[src/rtl/core_pkg.sv]
// ---------------------------------------------------------------------------
// core_pkg
// Shared definitions for the operand-B path: select-code width and the
// operand-B select code constants. Used by the operand-B decoder, the
// stage register and the stage interface.
// ---------------------------------------------------------------------------
package core_pkg;

  // Width of the operand-B select code.
  localparam int SEL_W = 3;

  // Operand-B select codes. 110 and 111 are reserved (illegal).
  localparam logic [SEL_W-1:0] SEL_RS2 = 3'b000;
  localparam logic [SEL_W-1:0] SEL_I   = 3'b001;
  localparam logic [SEL_W-1:0] SEL_B   = 3'b010;
  localparam logic [SEL_W-1:0] SEL_S   = 3'b011;
  localparam logic [SEL_W-1:0] SEL_U   = 3'b100;
  localparam logic [SEL_W-1:0] SEL_UJ  = 3'b101;

endpackage : core_pkg

[src/rtl/op_b_stage_if.sv]
// ---------------------------------------------------------------------------
// op_b_stage_if
// Handshake and data bundle of the operand-B stage.
//   master : upstream/downstream side (drives request, immediates,
//            forwarding, flush, out_ready; observes stage outputs)
//   slave  : the op_b_stage itself
// Signals:
//   in_valid/in_ready        request handshake
//   imme_sel                 operand-B select code
//   rs2, *_imme              candidate operand values
//   fwd_en/fwd_data          rs2 forwarding sources (source k at k*XLEN)
//   flush                    discard held and incoming request
//   out_valid/out_ready      operand handshake
//   op_b, sel_illegal        held operand and its illegal-select flag
//   illegal_cnt              saturating count of accepted illegal selects
// ---------------------------------------------------------------------------
interface op_b_stage_if
  import core_pkg::*;
#(
  parameter int XLEN    = 32,
  parameter int NUM_FWD = 2,
  parameter int CNT_W   = 8
);
  logic                    in_valid;
  logic                    in_ready;
  logic [SEL_W-1:0]        imme_sel;
  logic [XLEN-1:0]         rs2;
  logic [XLEN-1:0]         i_imme;
  logic [XLEN-1:0]         s_imme;
  logic [XLEN-1:0]         b_imme;
  logic [XLEN-1:0]         u_imme;
  logic [XLEN-1:0]         uj_imme;
  logic [NUM_FWD-1:0]      fwd_en;
  logic [NUM_FWD*XLEN-1:0] fwd_data;
  logic                    flush;
  logic                    out_valid;
  logic                    out_ready;
  logic [XLEN-1:0]         op_b;
  logic                    sel_illegal;
  logic [CNT_W-1:0]        illegal_cnt;

  modport master (
    output in_valid, imme_sel, rs2, i_imme, s_imme, b_imme, u_imme, uj_imme,
           fwd_en, fwd_data, flush, out_ready,
    input  in_ready, out_valid, op_b, sel_illegal, illegal_cnt
  );

  modport slave (
    input  in_valid, imme_sel, rs2, i_imme, s_imme, b_imme, u_imme, uj_imme,
           fwd_en, fwd_data, flush, out_ready,
    output in_ready, out_valid, op_b, sel_illegal, illegal_cnt
  );

endinterface : op_b_stage_if

[src/rtl/op_b_sel.sv]
// ---------------------------------------------------------------------------
// op_b_sel
// Purely combinational operand-B decode with rs2 forwarding priority.
// Ports:
//   imme_sel_i   select code
//   rs2_i        register-file rs2 value
//   *_imme_i     pre-extended immediates
//   fwd_en_i     per-source forwarding hit (lowest index wins)
//   fwd_data_i   forwarding values, source k at [k*XLEN +: XLEN]
//   op_b_o       selected operand (zero for illegal codes)
//   illegal_o    1 when the select code is reserved
// ---------------------------------------------------------------------------
module op_b_sel
  import core_pkg::*;
#(
  parameter int XLEN    = 32,
  parameter int NUM_FWD = 2
) (
  input  logic [SEL_W-1:0]        imme_sel_i,
  input  logic [XLEN-1:0]         rs2_i,
  input  logic [XLEN-1:0]         i_imme_i,
  input  logic [XLEN-1:0]         s_imme_i,
  input  logic [XLEN-1:0]         b_imme_i,
  input  logic [XLEN-1:0]         u_imme_i,
  input  logic [XLEN-1:0]         uj_imme_i,
  input  logic [NUM_FWD-1:0]      fwd_en_i,
  input  logic [NUM_FWD*XLEN-1:0] fwd_data_i,
  output logic [XLEN-1:0]         op_b_o,
  output logic                    illegal_o
);

  logic [XLEN-1:0] fwd_val_s;
  logic            hit_s;

  // rs2 forwarding: first enabled source in ascending index order wins.
  always_comb begin
    fwd_val_s = rs2_i;
    hit_s     = 1'b0;
    for (int k = 0; k < NUM_FWD; k++) begin
      if (fwd_en_i[k] && !hit_s) begin
        hit_s     = 1'b1;
        fwd_val_s = fwd_data_i[k*XLEN +: XLEN];
      end else begin
        hit_s     = hit_s;
      end
    end
  end

  // Select decode; forwarding only matters for the rs2 code.
  always_comb begin
    op_b_o    = {XLEN{1'b0}};
    illegal_o = 1'b0;
    case (imme_sel_i)
      SEL_RS2: op_b_o = fwd_val_s;
      SEL_I:   op_b_o = i_imme_i;
      SEL_S:   op_b_o = s_imme_i;
      SEL_B:   op_b_o = b_imme_i;
      SEL_U:   op_b_o = u_imme_i;
      SEL_UJ:  op_b_o = uj_imme_i;
      default: begin
        op_b_o    = {XLEN{1'b0}};
        illegal_o = 1'b1;
      end
    endcase
  end

endmodule : op_b_sel

[src/rtl/op_b_stage.sv]
// ---------------------------------------------------------------------------
// op_b_stage
// One-entry pipeline register for operand B with valid/ready handshake,
// flush, and a saturating counter of accepted illegal select codes.
// Ports:
//   clk   rising-edge clock
//   rst   synchronous active-high reset
//   bus   op_b_stage_if.slave (request, candidates, forwarding, flush,
//         output handshake, op_b, sel_illegal, illegal_cnt)
// in_ready is combinational; all other outputs are registered.
// ---------------------------------------------------------------------------
module op_b_stage
  import core_pkg::*;
#(
  parameter int XLEN    = 32,
  parameter int NUM_FWD = 2,
  parameter int CNT_W   = 8
) (
  input logic         clk,
  input logic         rst,
  op_b_stage_if.slave bus
);

  logic [XLEN-1:0]  sel_op_s;
  logic             sel_ill_s;
  logic             in_ready_s;
  logic             accept_s;
  logic             consume_s;

  logic             valid_q, valid_d;
  logic [XLEN-1:0]  op_b_q, op_b_d;
  logic             ill_q, ill_d;
  logic [CNT_W-1:0] cnt_q, cnt_d;

  op_b_sel #(
    .XLEN    (XLEN),
    .NUM_FWD (NUM_FWD)
  ) u_sel (
    .imme_sel_i (bus.imme_sel),
    .rs2_i      (bus.rs2),
    .i_imme_i   (bus.i_imme),
    .s_imme_i   (bus.s_imme),
    .b_imme_i   (bus.b_imme),
    .u_imme_i   (bus.u_imme),
    .uj_imme_i  (bus.uj_imme),
    .fwd_en_i   (bus.fwd_en),
    .fwd_data_i (bus.fwd_data),
    .op_b_o     (sel_op_s),
    .illegal_o  (sel_ill_s)
  );

  // The slot can take a new entry when empty or being drained, unless flushed.
  assign in_ready_s = (!valid_q || bus.out_ready) && !bus.flush;
  assign accept_s   = bus.in_valid && in_ready_s;
  assign consume_s  = valid_q && bus.out_ready;

  // Next-state: flush beats accept, accept beats a plain consume.
  always_comb begin
    valid_d = valid_q;
    op_b_d  = op_b_q;
    ill_d   = ill_q;
    cnt_d   = cnt_q;
    if (bus.flush) begin
      valid_d = 1'b0;
    end else if (accept_s) begin
      valid_d = 1'b1;
      op_b_d  = sel_op_s;
      ill_d   = sel_ill_s;
      if (sel_ill_s && (cnt_q != {CNT_W{1'b1}})) begin
        cnt_d = cnt_q + CNT_W'(1);
      end else begin
        cnt_d = cnt_q;
      end
    end else if (consume_s) begin
      valid_d = 1'b0;
    end else begin
      valid_d = valid_q;
    end
  end

  // State register with synchronous reset.
  always_ff @(posedge clk) begin
    if (rst) begin
      valid_q <= 1'b0;
      op_b_q  <= {XLEN{1'b0}};
      ill_q   <= 1'b0;
      cnt_q   <= {CNT_W{1'b0}};
    end else begin
      valid_q <= valid_d;
      op_b_q  <= op_b_d;
      ill_q   <= ill_d;
      cnt_q   <= cnt_d;
    end
  end

  assign bus.in_ready    = in_ready_s;
  assign bus.out_valid   = valid_q;
  assign bus.op_b        = op_b_q;
  assign bus.sel_illegal = ill_q;
  assign bus.illegal_cnt = cnt_q;

endmodule : op_b_stage

[src/flat_wrapper.sv]
// flat-port wrapper written by rule: the top's interface ports become plain ports
module op_b_stage_flat import core_pkg::*;
#(
  parameter int XLEN    = 32,
  parameter int NUM_FWD = 2,
  parameter int CNT_W   = 8
)
  (clk, rst, bus_in_valid, bus_imme_sel, bus_rs2, bus_i_imme, bus_s_imme, bus_b_imme, bus_u_imme, bus_uj_imme, bus_fwd_en, bus_fwd_data, bus_flush, bus_out_ready, bus_in_ready, bus_out_valid, bus_op_b, bus_sel_illegal, bus_illegal_cnt);
  op_b_stage_if #(.XLEN(XLEN), .NUM_FWD(NUM_FWD), .CNT_W(CNT_W)) bus_i ();
  input logic clk;
  input logic rst;
  input wire logic [$bits(bus_i.in_valid)-1:0] bus_in_valid;
  input wire logic [$bits(bus_i.imme_sel)-1:0] bus_imme_sel;
  input wire logic [$bits(bus_i.rs2)-1:0] bus_rs2;
  input wire logic [$bits(bus_i.i_imme)-1:0] bus_i_imme;
  input wire logic [$bits(bus_i.s_imme)-1:0] bus_s_imme;
  input wire logic [$bits(bus_i.b_imme)-1:0] bus_b_imme;
  input wire logic [$bits(bus_i.u_imme)-1:0] bus_u_imme;
  input wire logic [$bits(bus_i.uj_imme)-1:0] bus_uj_imme;
  input wire logic [$bits(bus_i.fwd_en)-1:0] bus_fwd_en;
  input wire logic [$bits(bus_i.fwd_data)-1:0] bus_fwd_data;
  input wire logic [$bits(bus_i.flush)-1:0] bus_flush;
  input wire logic [$bits(bus_i.out_ready)-1:0] bus_out_ready;
  output wire logic [$bits(bus_i.in_ready)-1:0] bus_in_ready;
  output wire logic [$bits(bus_i.out_valid)-1:0] bus_out_valid;
  output wire logic [$bits(bus_i.op_b)-1:0] bus_op_b;
  output wire logic [$bits(bus_i.sel_illegal)-1:0] bus_sel_illegal;
  output wire logic [$bits(bus_i.illegal_cnt)-1:0] bus_illegal_cnt;
  assign bus_i.in_valid = bus_in_valid;
  assign bus_i.imme_sel = bus_imme_sel;
  assign bus_i.rs2 = bus_rs2;
  assign bus_i.i_imme = bus_i_imme;
  assign bus_i.s_imme = bus_s_imme;
  assign bus_i.b_imme = bus_b_imme;
  assign bus_i.u_imme = bus_u_imme;
  assign bus_i.uj_imme = bus_uj_imme;
  assign bus_i.fwd_en = bus_fwd_en;
  assign bus_i.fwd_data = bus_fwd_data;
  assign bus_i.flush = bus_flush;
  assign bus_i.out_ready = bus_out_ready;
  assign bus_in_ready = bus_i.in_ready;
  assign bus_out_valid = bus_i.out_valid;
  assign bus_op_b = bus_i.op_b;
  assign bus_sel_illegal = bus_i.sel_illegal;
  assign bus_illegal_cnt = bus_i.illegal_cnt;
  op_b_stage #(.XLEN(XLEN), .NUM_FWD(NUM_FWD), .CNT_W(CNT_W)) u_core (.clk(clk), .rst(rst), .bus(bus_i));
endmodule
[config.mk]
export PLATFORM = sky130hd
export DESIGN_NAME = op_b_stage_flat
export DESIGN_NICKNAME = d
export VERILOG_FILES = /design/src/rtl/core_pkg.sv /design/src/rtl/op_b_stage_if.sv /design/src/rtl/op_b_sel.sv /design/src/rtl/op_b_stage.sv /design/src/flat_wrapper.sv
export SDC_FILE = /design/constraint.sdc
export NUM_CORES = 1
export LEC_CHECK = 0
export ABC_AREA = 1
export BUFFER_PORTS_ARGS = -buffer_cell sky130_fd_sc_hd__buf_2
export CAP_MARGIN = 10
export CORE_AREA = 2 2 118 120
export DETAILED_ROUTE_END_ITERATION = 7
export DIE_AREA = 0 0 120 122
export PLACE_DENSITY = 0.75
export SYNTH_ARGS = -nofsm -noshare
export SYNTH_HDL_FRONTEND = slang
export SYNTH_SLANG_ARGS = --single-unit
export TNS_END_PERCENT = 1
[constraint.sdc]
create_clock -name clk -period 3.8 [get_ports clk]
set_input_delay 0.19 -clock clk [delete_from_list [all_inputs] [get_ports clk]]
set_output_delay 0.19 -clock clk [all_outputs]
set_load 0.02 [all_outputs]
==> results.json, run 1 <==
{
  "rsz0062_at_grt": "false",
  "design_area_sq_mm": 0.00587,
  "antenna_found_initial": 1,
  "drv_slew": 0,
  "register_area_sq_um": 841,
  "global_route.usage.total": 0.238,
  "clock_tree.htree_level_count": 2,
  "coreArea_sq_mm": 0.0135,
  "worst_slew_pin_slew_ps": 1150,
  "fin_setup_tns_ps": 0,
  "worstSkewPairLatency_ps": 280,
  "yosysUniqueCellTypes": 22,
  "finalClockSkew_ps": 6.20,
  "seq_area_frac_synth": 0.205,
  "r2r_cells": 6,
  "clk_sink_count": 42,
  "drtPass1Iterations": 5,
  "worstReg2RegStart": "u_core.bus.out_valid$_SDFFE_PP0P_",
  "avgSynthCellArea_sq_um": 5.09,
  "cp_slowest_cell": "clkinv_1",
  "first_global_vias": 5656,
  "grt_start_max_net_pins": 42,
  "routed_wire_length_per_instance_um": 14.5,
  "drive_gt1_frac": 0.305,
  "final_hold_viol_count": 0,
  "finalWirelength_um": 18200,
  "areaGrowthSynthToFinish_pct": 43.2,
  "vdd_drop_max_mv": 0.122,
  "cp-end-kind": "flip-flop",
  "critPathRequiredTime_ps": 3940,
  "mappedNetlistNets": 1073,
  "timing.critical_path.max_delay_family": "buffers and inverters",
  "critical_path_cell_count": 6,
  "outcome": "finished, final reports clean",
  "critical_path_peak_fanout": 35,
  "detailroute.via_count": 6073,
  "drc": 0,
  "first_iter_violations": 368,
  "hpwl_um": 13400,
  "clk_path_buf_depth": 2,
  "critPathKind": "reg2reg",
  "cell_chain_of_the_critical_path": "nand2_1 -> nand3_2 -> buf_4 -> clkinv_1 -> o21ai_0 -> a21oi_1",
  "floorplan.die_area_sq_mm": 0.0146,
  "static-leakage-power_nw": 3.44,
  "netlist_instances": 806,
  "worstPathArrival_ps": 2590,
  "setup_viol": 0,
  "cts_resized": 0,
  "antenna_violating_nets_post_route": 0,
  "overall_overflow_remaining_after_global_route": 0,
  "placement.setup.worst_slack_ps": 1250,
  "max_cap_viol_count": 0,
  "nFillCells": 1533,
  "timing.max_slew.rel_slack": 0.233,
  "fp.dieH_um": 122,
  "cts-buffers-inserted": 5,
  "grt_pass1_wl_um": 27500,
  "worst_hold_margin_ps": 106,
  "vias_per_cell": 4.84,
  "holdCritStartpoint": "bus_flush",
  "tritoncts": "done",
  "count_of_input_and_output_buffers": 308,
  "core.rowCount": 43,
  "floorplan.die.width_um": 120,
  "layout_setup_ws_ps": 1350,
  "fmax_ghz": 0.408,
  "ys_warn_count": 0,
  "post-cts-setup-buffers": 0,
  "ios": 309,
  "root_buffer": "clkbuf_16",
  "cp_num_buf_inv": 2,
  "start_util": 0.304,
  "holdPathStages": 2,
  "multiInputGateArea_sq_mm": 0.00266,
  "fin_crit_ps": 2450,
  "timing.hold.worst.class": "in2reg",
  "detailed_place.area_sq_mm": 0.00570,
  "number_of_buffers_inserted_by_hold_repair_at_cts": 0,
  "layout_worst_path_cycle_share": 0.645,
  "crit_path_start_kind": "flip-flop",
  "post_synth_instance_area_sq_mm": 0.00410,
  "ys_seq_elements": 42,
  "powerDensity_mw_per_mm2": 241,
  "nets": 1340,
  "gpl.final_weighted_congestion": 0.835,
  "timing.critical_path.from": "u_core.bus.out_valid$_SDFFE_PP0P_",
  "cts.reportedPaths.clkPinSlew_ps": 70,
  "timing.critical_path.slowest_cell_delay_ps": 920
}
-- registers in the layout (all words and copies together) (netlist names) --
register	count
u_core.bus.op_b	32
u_core.bus.illegal_cnt	8
u_core.bus.out_valid	1
u_core.bus.sel_illegal	1
-- cell families (layout without fill, tap and decap cells) --
| family | count (synthesis) | after routing | share of synthesized area |
|---|---|---|---|
| other cells | 0 | 1 | 0 |
| flops | 42 | 42 | 0.205 |
| compound gates | 44 | 44 | 0.0543 |
| xor+xnor | 5 | 5 | 0.0107 |
| buf+inv | 159 | 427 | 0.153 |
| fa+ha+maj | 1 | 1 | 0.00305 |
| simple gates | 555 | 555 | 0.574 |
-- per-stage QoR --
stage	utilization	instances	power (mW)
6_report	0.435	1255	1.41
5_1_grt	0.435	1254	1.50
4_1_cts	0.435	1254	1.43
3_5_place_dp	0.422	1246	0.929
3_3_place_gp	0.422	1246	0.925
2_1_floorplan	-	806	0.710
-- final timing paths --
kind / end / slack, ps
worst max-delay path: u_core.bus.sel_illegal$_SDFFE_PP0P_ / 1350
worst max register to register: u_core.bus.sel_illegal$_SDFFE_PP0P_ / 1350
worst min register to register: u_core.bus.op_b[5]$_SDFFE_PP0P_ / 460
worst min-delay path: u_core.bus.out_valid$_SDFFE_PP0P_ / 110
-- cell usage after synthesis, drive strengths merged --
master | count | area share
nor2 | 169 | 0.15
ha | 1 | 0.0031
clkbuf | 25 | 0.023
nand3 | 131 | 0.16
dfxtp | 42 | 0.21
a211oi | 1 | 0.0018
inv | 105 | 0.096
nand4 | 36 | 0.055
xor2 | 2 | 0.0043
and2 | 1 | 0.0015
nand2 | 216 | 0.20
xnor2 | 3 | 0.0064
a21oi | 39 | 0.048
buf | 28 | 0.033
nor3 | 2 | 0.0037
o21ai | 4 | 0.0049
clkinv | 1 | 0.00091
-- power by group --
group / switching [mW] / internal, mW / leakage, nW / total, mW
sequential: 0.00970 / 0.458 / 0.341 / 0.467
clock: 0.183 / 0.310 / 0.0760 / 0.493
combinational: 0.266 / 0.188 / 3.03 / 0.454
-- area by class of cell --
cell class / instances / area share
Clock inverter: 3 / 0.00767
Timing Repair Buffer: 313 / 0.269
Inverter: 106 / 0.0677
Multi-Input combinational cell: 605 / 0.452
Clock buffer: 5 / 0.0213
Antenna cell: 1 / 0.000426
Tap cell: 180 / 0.0383
Sequential cell: 42 / 0.143
-- routing by layer --
layer,GRT usage,part of all wire,vias up
met5,0,0,-
met4,0.100,0.034,0
met3,0.0515,0.096,40
met2,0.435,0.48,333
met1,0.266,0.39,2648
li1,-,-,3052
-- cell usage in the layout (no fill, tap or decap), types with 3 or more instances in the layout --
master | Yosys | layout
xnor2_1 | 3 | 3
buf_4 | 2 | 5
dfxtp_1 | 42 | 42
nand2_1 | 216 | 216
nand3_1 | 130 | 128
inv_1 | 104 | 104
a21oi_1 | 39 | 39
nand4_1 | 36 | 36
o21ai_0 | 4 | 4
clkbuf_16 | 0 | 5
buf_2 | 19 | 308
nand3_2 | 1 | 3
nor2_1 | 169 | 167
Note: power is estimated with default switching activity, not from simulation.
==> run 2, diff against run 1 <==
Settings changed: PLACE_DENSITY 0.75 to 0.78.
Clock period 3.8 ns to 2 ns, I/O delays scaled along.
==> run 2 against run 1 <==
Register-to-register slack got worse by 1000 ps; wire length is 5.1% higher; via count rose by 2.6%; worst hold slack better by 38 ps; setup slack worse by 1000 ps; final cell count grew 1.7%; critical path depth is 2 higher; utilization rose by 1.1 points; sequential cell count did not move; clock skew is 2.7 ps lower; clock power is 71% higher; highest routed layer is now met5.
==> results.json, run 2 (synthesis results as in run 1) <==
{
  "antenna_found_initial": 1,
  "finalWirelength_um": 19100,
  "finalClockSkew_ps": 3.47,
  "worst_slew_pin_slew_ps": 600,
  "critPathKind": "reg2reg",
  "static-leakage-power_nw": 3.54,
  "fin_crit_ps": 1680,
  "first_iter_violations": 395,
  "cts_resized": 0,
  "first_global_vias": 5693,
  "tritoncts": "done",
  "worstPathArrival_ps": 1850,
  "largest_register_ff_count": 32,
  "gpl.final_weighted_congestion": 0.944,
  "critPathRequiredTime_ps": 2170,
  "routed_wire_length_per_instance_um": 15.0,
  "vias_per_cell": 4.88,
  "outcome": "finished, final reports clean",
  "swShare": 0.346,
  "cp-end-kind": "flip-flop",
  "max_cap_viol_count": 0,
  "coreArea_sq_mm": 0.0135,
  "crit_path_start_kind": "flip-flop",
  "drc": 0,
  "critical_path_peak_fanout": 9,
  "clk_sink_count": 42,
  "overall_overflow_remaining_after_global_route": 0,
  "nets": 1361,
  "areaGrowthSynthToFinish_pct": 46.9,
  "count_of_input_and_output_buffers": 308,
  "drv_slew": 0,
  "worstSkewPairLatency_ps": 290,
  "layout_worst_path_cycle_share": 0.840,
  "nFillCells": 1508,
  "multiInputGateArea_sq_mm": 0.00266,
  "mostFrequentLayoutCells": "buf_2 (308), nand2_1 (216), nor2_1 (167)",
  "p_switching_uw": 912,
  "clk_network_pwr_share": 0.321,
  "powerDensity_mw_per_mm2": 437,
  "fmax_ghz": 0.595,
  "drtPass1Iterations": 5,
  "clock_tree.htree_level_count": 2,
  "mostFrequentLayoutCell": "buf_2",
  "grt_pass1_wl_um": 28700,
  "number_of_buffers_inserted_by_hold_repair_at_cts": 1,
  "timing.max_slew.rel_slack": 0.600,
  "rsz0062_at_grt": "false",
  "core.rowCount": 43,
  "internal_power_mw": 1.72,
  "vdd_drop_max_mv": 0.266,
  "post-cts-setup-buffers": 0,
  "cts-buffers-inserted": 5,
  "design_power_total_mw": 2.63,
  "cts.reportedPaths.clkPinSlew_ps": 70,
  "pwr-share-comb": 0.341,
  "setup_viol": 0,
  "ios": 309,
  "root_buffer": "clkbuf_16",
  "fp.dieH_um": 122,
  "hpwl_um": 14800,
  "clk_path_buf_depth": 2,
  "fin_setup_tns_ps": 0,
  "final_hold_viol_count": 0,
  "drive_gt1_frac": 0.318,
  "antenna_violating_nets_post_route": 0,
  "timing.hold.worst.class": "in2reg",
  "floorplan.die.width_um": 120,
  "detailroute.via_count": 6232,
  "worst_hold_margin_ps": 143,
  "global_route.usage.total": 0.251,
  "start_util": 0.304,
  "seq_pwr_share": 0.338,
  "register_area_sq_um": 841,
  "grt_start_max_net_pins": 33,
  "floorplan.die_area_sq_mm": 0.0146
}
-- run 2: cell types whose count changed in the layout (fill, tap and decap cells not counted), sizes merged --
cell / previous run / this run
inv: 105 / 106
bufinv: 1 / 0
dlygate4sd3: 0 / 1
buf: 313 / 333
-- run 2: metrics by stage --
| stage | util | instance area [sq um] | std cells | worst slack, ps |
|---|---|---|---|---|
| after detailed placement | 0.434 | 5860 | 1266 | 305 |
| after global routing | 0.446 | 6020 | 1275 | 119 |
| final | 0.446 | 6020 | 1276 | 319 |
| after CTS | 0.446 | 6020 | 1275 | 293 |
| after floorplan | - | 4100 | 806 | 407 |
| after global placement | 0.434 | 5860 | 1266 | 407 |
-- run 2: final timing paths --
path,start,endpoint,slack [ps],cells after the start
worst min register to register,u_core.bus.op_b[2]$_SDFFE_PP0P_,u_core.bus.op_b[2]$_SDFFE_PP0P_,460,2
worst max-delay path,u_core.bus.illegal_cnt[0]$_SDFFE_PP0P_,u_core.bus.illegal_cnt[0]$_SDFFE_PP0P_,320,8
worst max register to register,u_core.bus.illegal_cnt[0]$_SDFFE_PP0P_,u_core.bus.illegal_cnt[0]$_SDFFE_PP0P_,320,8
worst min-delay path,bus_out_ready,u_core.bus.out_valid$_SDFFE_PP0P_,140,4
-- run 2: layout make-up --
cell class,count,share of cell area
Multi-Input combinational cell,605,0.441
Inverter,106,0.0660
Sequential cell,42,0.140
Timing Repair Buffer,334,0.291
Antenna cell,1,0.000415
Tap cell,180,0.0374
Clock buffer,5,0.0208
Clock inverter,3,0.00395
-- run 2: critical path, cell delays in order, from the launching register on --
cell     delay, ps
dfxtp_1        430
ha_1           200
inv_1           60
nor2_1         160
nand2_1         70
nand2_1        220
inv_1          190
o21ai_0        180
a21oi_1         50
-- run 2: power by group through the flow --
stage                     Sequential [mW]  Clock, mW  Combinational (mW)
after global routing                0.894      0.906               0.999
after global placement              0.909          0               0.890
final                               0.891      0.845               0.896
after detailed placement            0.910          0               0.893
after CTS                           0.891      0.879               0.898
after floorplan                     0.945          0               0.403
-- run 2: per-layer routing --
metal  up-vias  track usage  share of wire
met1      2741        0.291           0.39
met3        49       0.0520          0.093
met5         -            0        0.00068
met4         2       0.0978          0.036
met2       341        0.452           0.48
li1       3099            -              -
==> run 3, diff against run 2 <==
Settings changed: ABC_AREA 1 to 0, CORE_AREA 2 2 118 120 to 2 2 121 123, DIE_AREA 0 0 120 122 to 0 0 123 125, PLACE_DENSITY 0.78 to 0.72.
Clock period 2 ns to 1.7 ns, I/O delays scaled along.
==> run 3 against run 2 <==
Total power up 18%; clock skew rose by 5.0 ps; register-to-register slack lost 270 ps; fmax up 1.6%; synthesized area down 1.8%; highest routed layer unchanged.
==> results.json, run 3 <==
{
  "setup_viol": 0,
  "placement.setup.worst_slack_ps": -22.0,
  "post-cts-setup-buffers": 0,
  "most_common_library_cells_after_synthesis": "nand3b_1 (50), nand2_1 (44), dfxtp_1 (42), mux2i_1 (39), a21oi_1 (35)",
  "design_power_total_mw": 3.10,
  "avgSynthCellArea_sq_um": 8.77,
  "routed_wire_length_per_instance_um": 17.6,
  "static-leakage-power_nw": 2.78,
  "timing.critical_path.max_delay_family": "compound AO/OA/AOI/OAI gates",
  "critPathRequiredTime_ps": 1920,
  "critical_path_peak_fanout": 32,
  "start_util": 0.283,
  "ys_warn_count": 0,
  "hpwl_um": 12700,
  "fp.dieH_um": 125,
  "netlist_instances": 459,
  "pwr-share-comb": 0.339,
  "fraction_of_synthesized_cell_area_taken_by_the_top_area_cell_type": 0.209,
  "overall_overflow_remaining_after_global_route": 0,
  "post-synth-top-count-cell": "nand3b_1",
  "mostFrequentLayoutCell": "buf_2",
  "worstSkewPairLatency_ps": 290,
  "drv_slew": 0,
  "ys_dominant_reg_cell": "dfxtp_1",
  "swShare": 0.311,
  "mappedNetlistNets": 726,
  "nFillCells": 1451,
  "critical_path_cell_count": 3,
  "antenna_found_initial": 1,
  "cts-buffers-inserted": 5,
  "grt_pass1_wl_um": 23900,
  "drc": 0,
  "timing.max_slew.rel_slack": 0.296,
  "cp_slowest_cell": "a21oi_4",
  "timing.critical_path.slowest_cell_delay_ps": 830,
  "worst_slew_pin_slew_ps": 1050,
  "seq_pwr_share": 0.336,
  "floorplan.die.width_um": 123,
  "crit_path_start_kind": "flip-flop",
  "placed_cells_incl_taps": 925,
  "cp-end-kind": "flip-flop",
  "fmax_ghz": 0.605,
  "ys_seq_elements": 42,
  "coreArea_sq_mm": 0.0142,
  "fin_crit_ps": 1650,
  "finalWirelength_um": 16400,
  "antenna_violating_nets_post_route": 0,
  "rsz0062_at_grt": "false",
  "clk_network_pwr_share": 0.325,
  "cell_chain_of_the_critical_path": "nand2b_4 -> a21oi_4 -> a221o_1",
  "yosysUniqueCellTypes": 43,
  "final_cells": 933,
  "r2r_cells": 3,
  "mostFrequentLayoutCells": "buf_2 (307), nand3b_1 (50), nand2_1 (44)",
  "floorplan.die_area_sq_mm": 0.0154,
  "vias_per_cell": 5.12,
  "ios": 309,
  "number_of_buffers_inserted_by_hold_repair_at_cts": 0,
  "gpl.final_weighted_congestion": 0.784,
  "max_cap_viol_count": 0,
  "nets": 1015,
  "ys_async_sr_fraction": 0,
  "timing.hold.worst.class": "in2reg",
  "vdd_drop_max_mv": 0.376,
  "n_antenna_cell": 0,
  "netlist.top_cell.by_area": "dfxtp_1",
  "root_buffer": "clkbuf_16",
  "cp_num_buf_inv": 0,
  "first_iter_violations": 169,
  "cts.reportedPaths.clkPinSlew_ps": 70,
  "grt_start_max_net_pins": 65,
  "synthTopCellsByArea": "dfxtp_1 (21%), mux2i_1 (9.7%), nand3b_1 (9.3%)",
  "layout_worst_path_cycle_share": 0.973,
  "synth_edf_count": 0,
  "count_of_input_and_output_buffers": 308,
  "seq_area_frac_synth": 0.209,
  "critPathKind": "reg2reg",
  "tritoncts": "done",
  "first_global_vias": 4582,
  "global_route.usage.total": 0.201,
  "areaGrowthSynthToFinish_pct": 47.3,
  "p_switching_uw": 964,
  "holdPathStages": 2,
  "finalClockSkew_ps": 8.44,
  "final_hold_viol_count": 0,
  "core.rowCount": 44,
  "outcome": "finished, final reports clean",
  "worstPathArrival_ps": 1880,
  "drtPass1Iterations": 4,
  "clk_sink_count": 42,
  "internal_power_mw": 2.14,
  "detailroute.via_count": 4776,
  "largest_register_ff_count": 32,
  "clk_path_buf_depth": 2,
  "layout_setup_ws_ps": 46.4,
  "clock_tree.htree_level_count": 2,
  "powerDensity_mw_per_mm2": 523,
  "post_synth_instance_area_sq_mm": 0.00403,
  "drive_gt1_frac": 0.534
}
## run 3: cell types whose count changed in the layout (fill, tap and decap cells not counted), moves of 39 or more
cell	before	now
nand3_1	128	3
nand3b_1	0	50
mux2i_1	0	39
nand2_1	216	44
nor2_1	167	3
inv_1	104	1
## run 3: area by class of cell
cell class	instances	area (sq um)	share of cell area
Multi-Input combinational cell	365	2890	0.486
Clock buffer	6	139	0.0234
Inverter	1	3.75	0.000633
Timing Repair Buffer	333	1820	0.307
Tap cell	184	230	0.0388
Sequential cell	42	842	0.142
Clock inverter	2	12.5	0.00211
## run 3: cells by family after synthesis
kind of cell / synth area share
compound gates: 0.335
simple gates: 0.198
mux: 0.173
buf+inv: 0.0814
flops: 0.209
fa+ha+maj: 0.00311
## run 3: worst paths after layout
path / start / to / slack, ps
min reg2reg: u_core.bus.op_b[24]$_SDFFE_PP0P_ / u_core.bus.op_b[24]$_SDFFE_PP0P_ / 480
min: bus_flush / u_core.bus.out_valid$_SDFFE_PP0P_ / 10
max reg2reg: u_core.bus.out_valid$_SDFFE_PP0P_ / u_core.bus.op_b[21]$_SDFFE_PP0P_ / 50
max: u_core.bus.out_valid$_SDFFE_PP0P_ / u_core.bus.op_b[21]$_SDFFE_PP0P_ / 50
## run 3: routing by layer
layer / global-route usage / wire length [um] / vias up
met5: 0 / 13 / -
met4: 0.0541 / 228 / 2
li1: - / - / 2352
met2: 0.364 / 8110 / 213
met1: 0.243 / 6950 / 2193
met3: 0.0319 / 1100 / 16
## run 3: timing repair
action                                  CTS  global route
resized for setup                         1             3
endpoints found under the setup margin   32            34
hold endpoints to repair                  0             0
pin swaps                                 1             2
## run 3: per-stage QoR
step	setup TNS, ps	cell area (sq um)	utilization	hold slack [ps]
2_1_floorplan	0	4030	-	164
3_3_place_gp	0	5770	0.406	318
3_5_place_dp	-204	5770	0.406	330
4_1_cts	0	5920	0.417	10.3
5_1_grt	0	5930	0.418	15.1
6_report	0	5930	0.418	12.6
## run 3: power by group through the flow
| stage | combinational, mW | sequential [mW] | clock, mW |
|---|---|---|---|
| after floorplan | 0.510 | 1.10 | 0 |
| after detailed placement | 1.05 | 1.06 | 0 |
| after CTS | 1.06 | 1.04 | 1.04 |
| after global placement | 1.04 | 1.06 | 0 |
| after global routing | 1.14 | 1.05 | 1.08 |
| final | 1.05 | 1.04 | 1.01 |
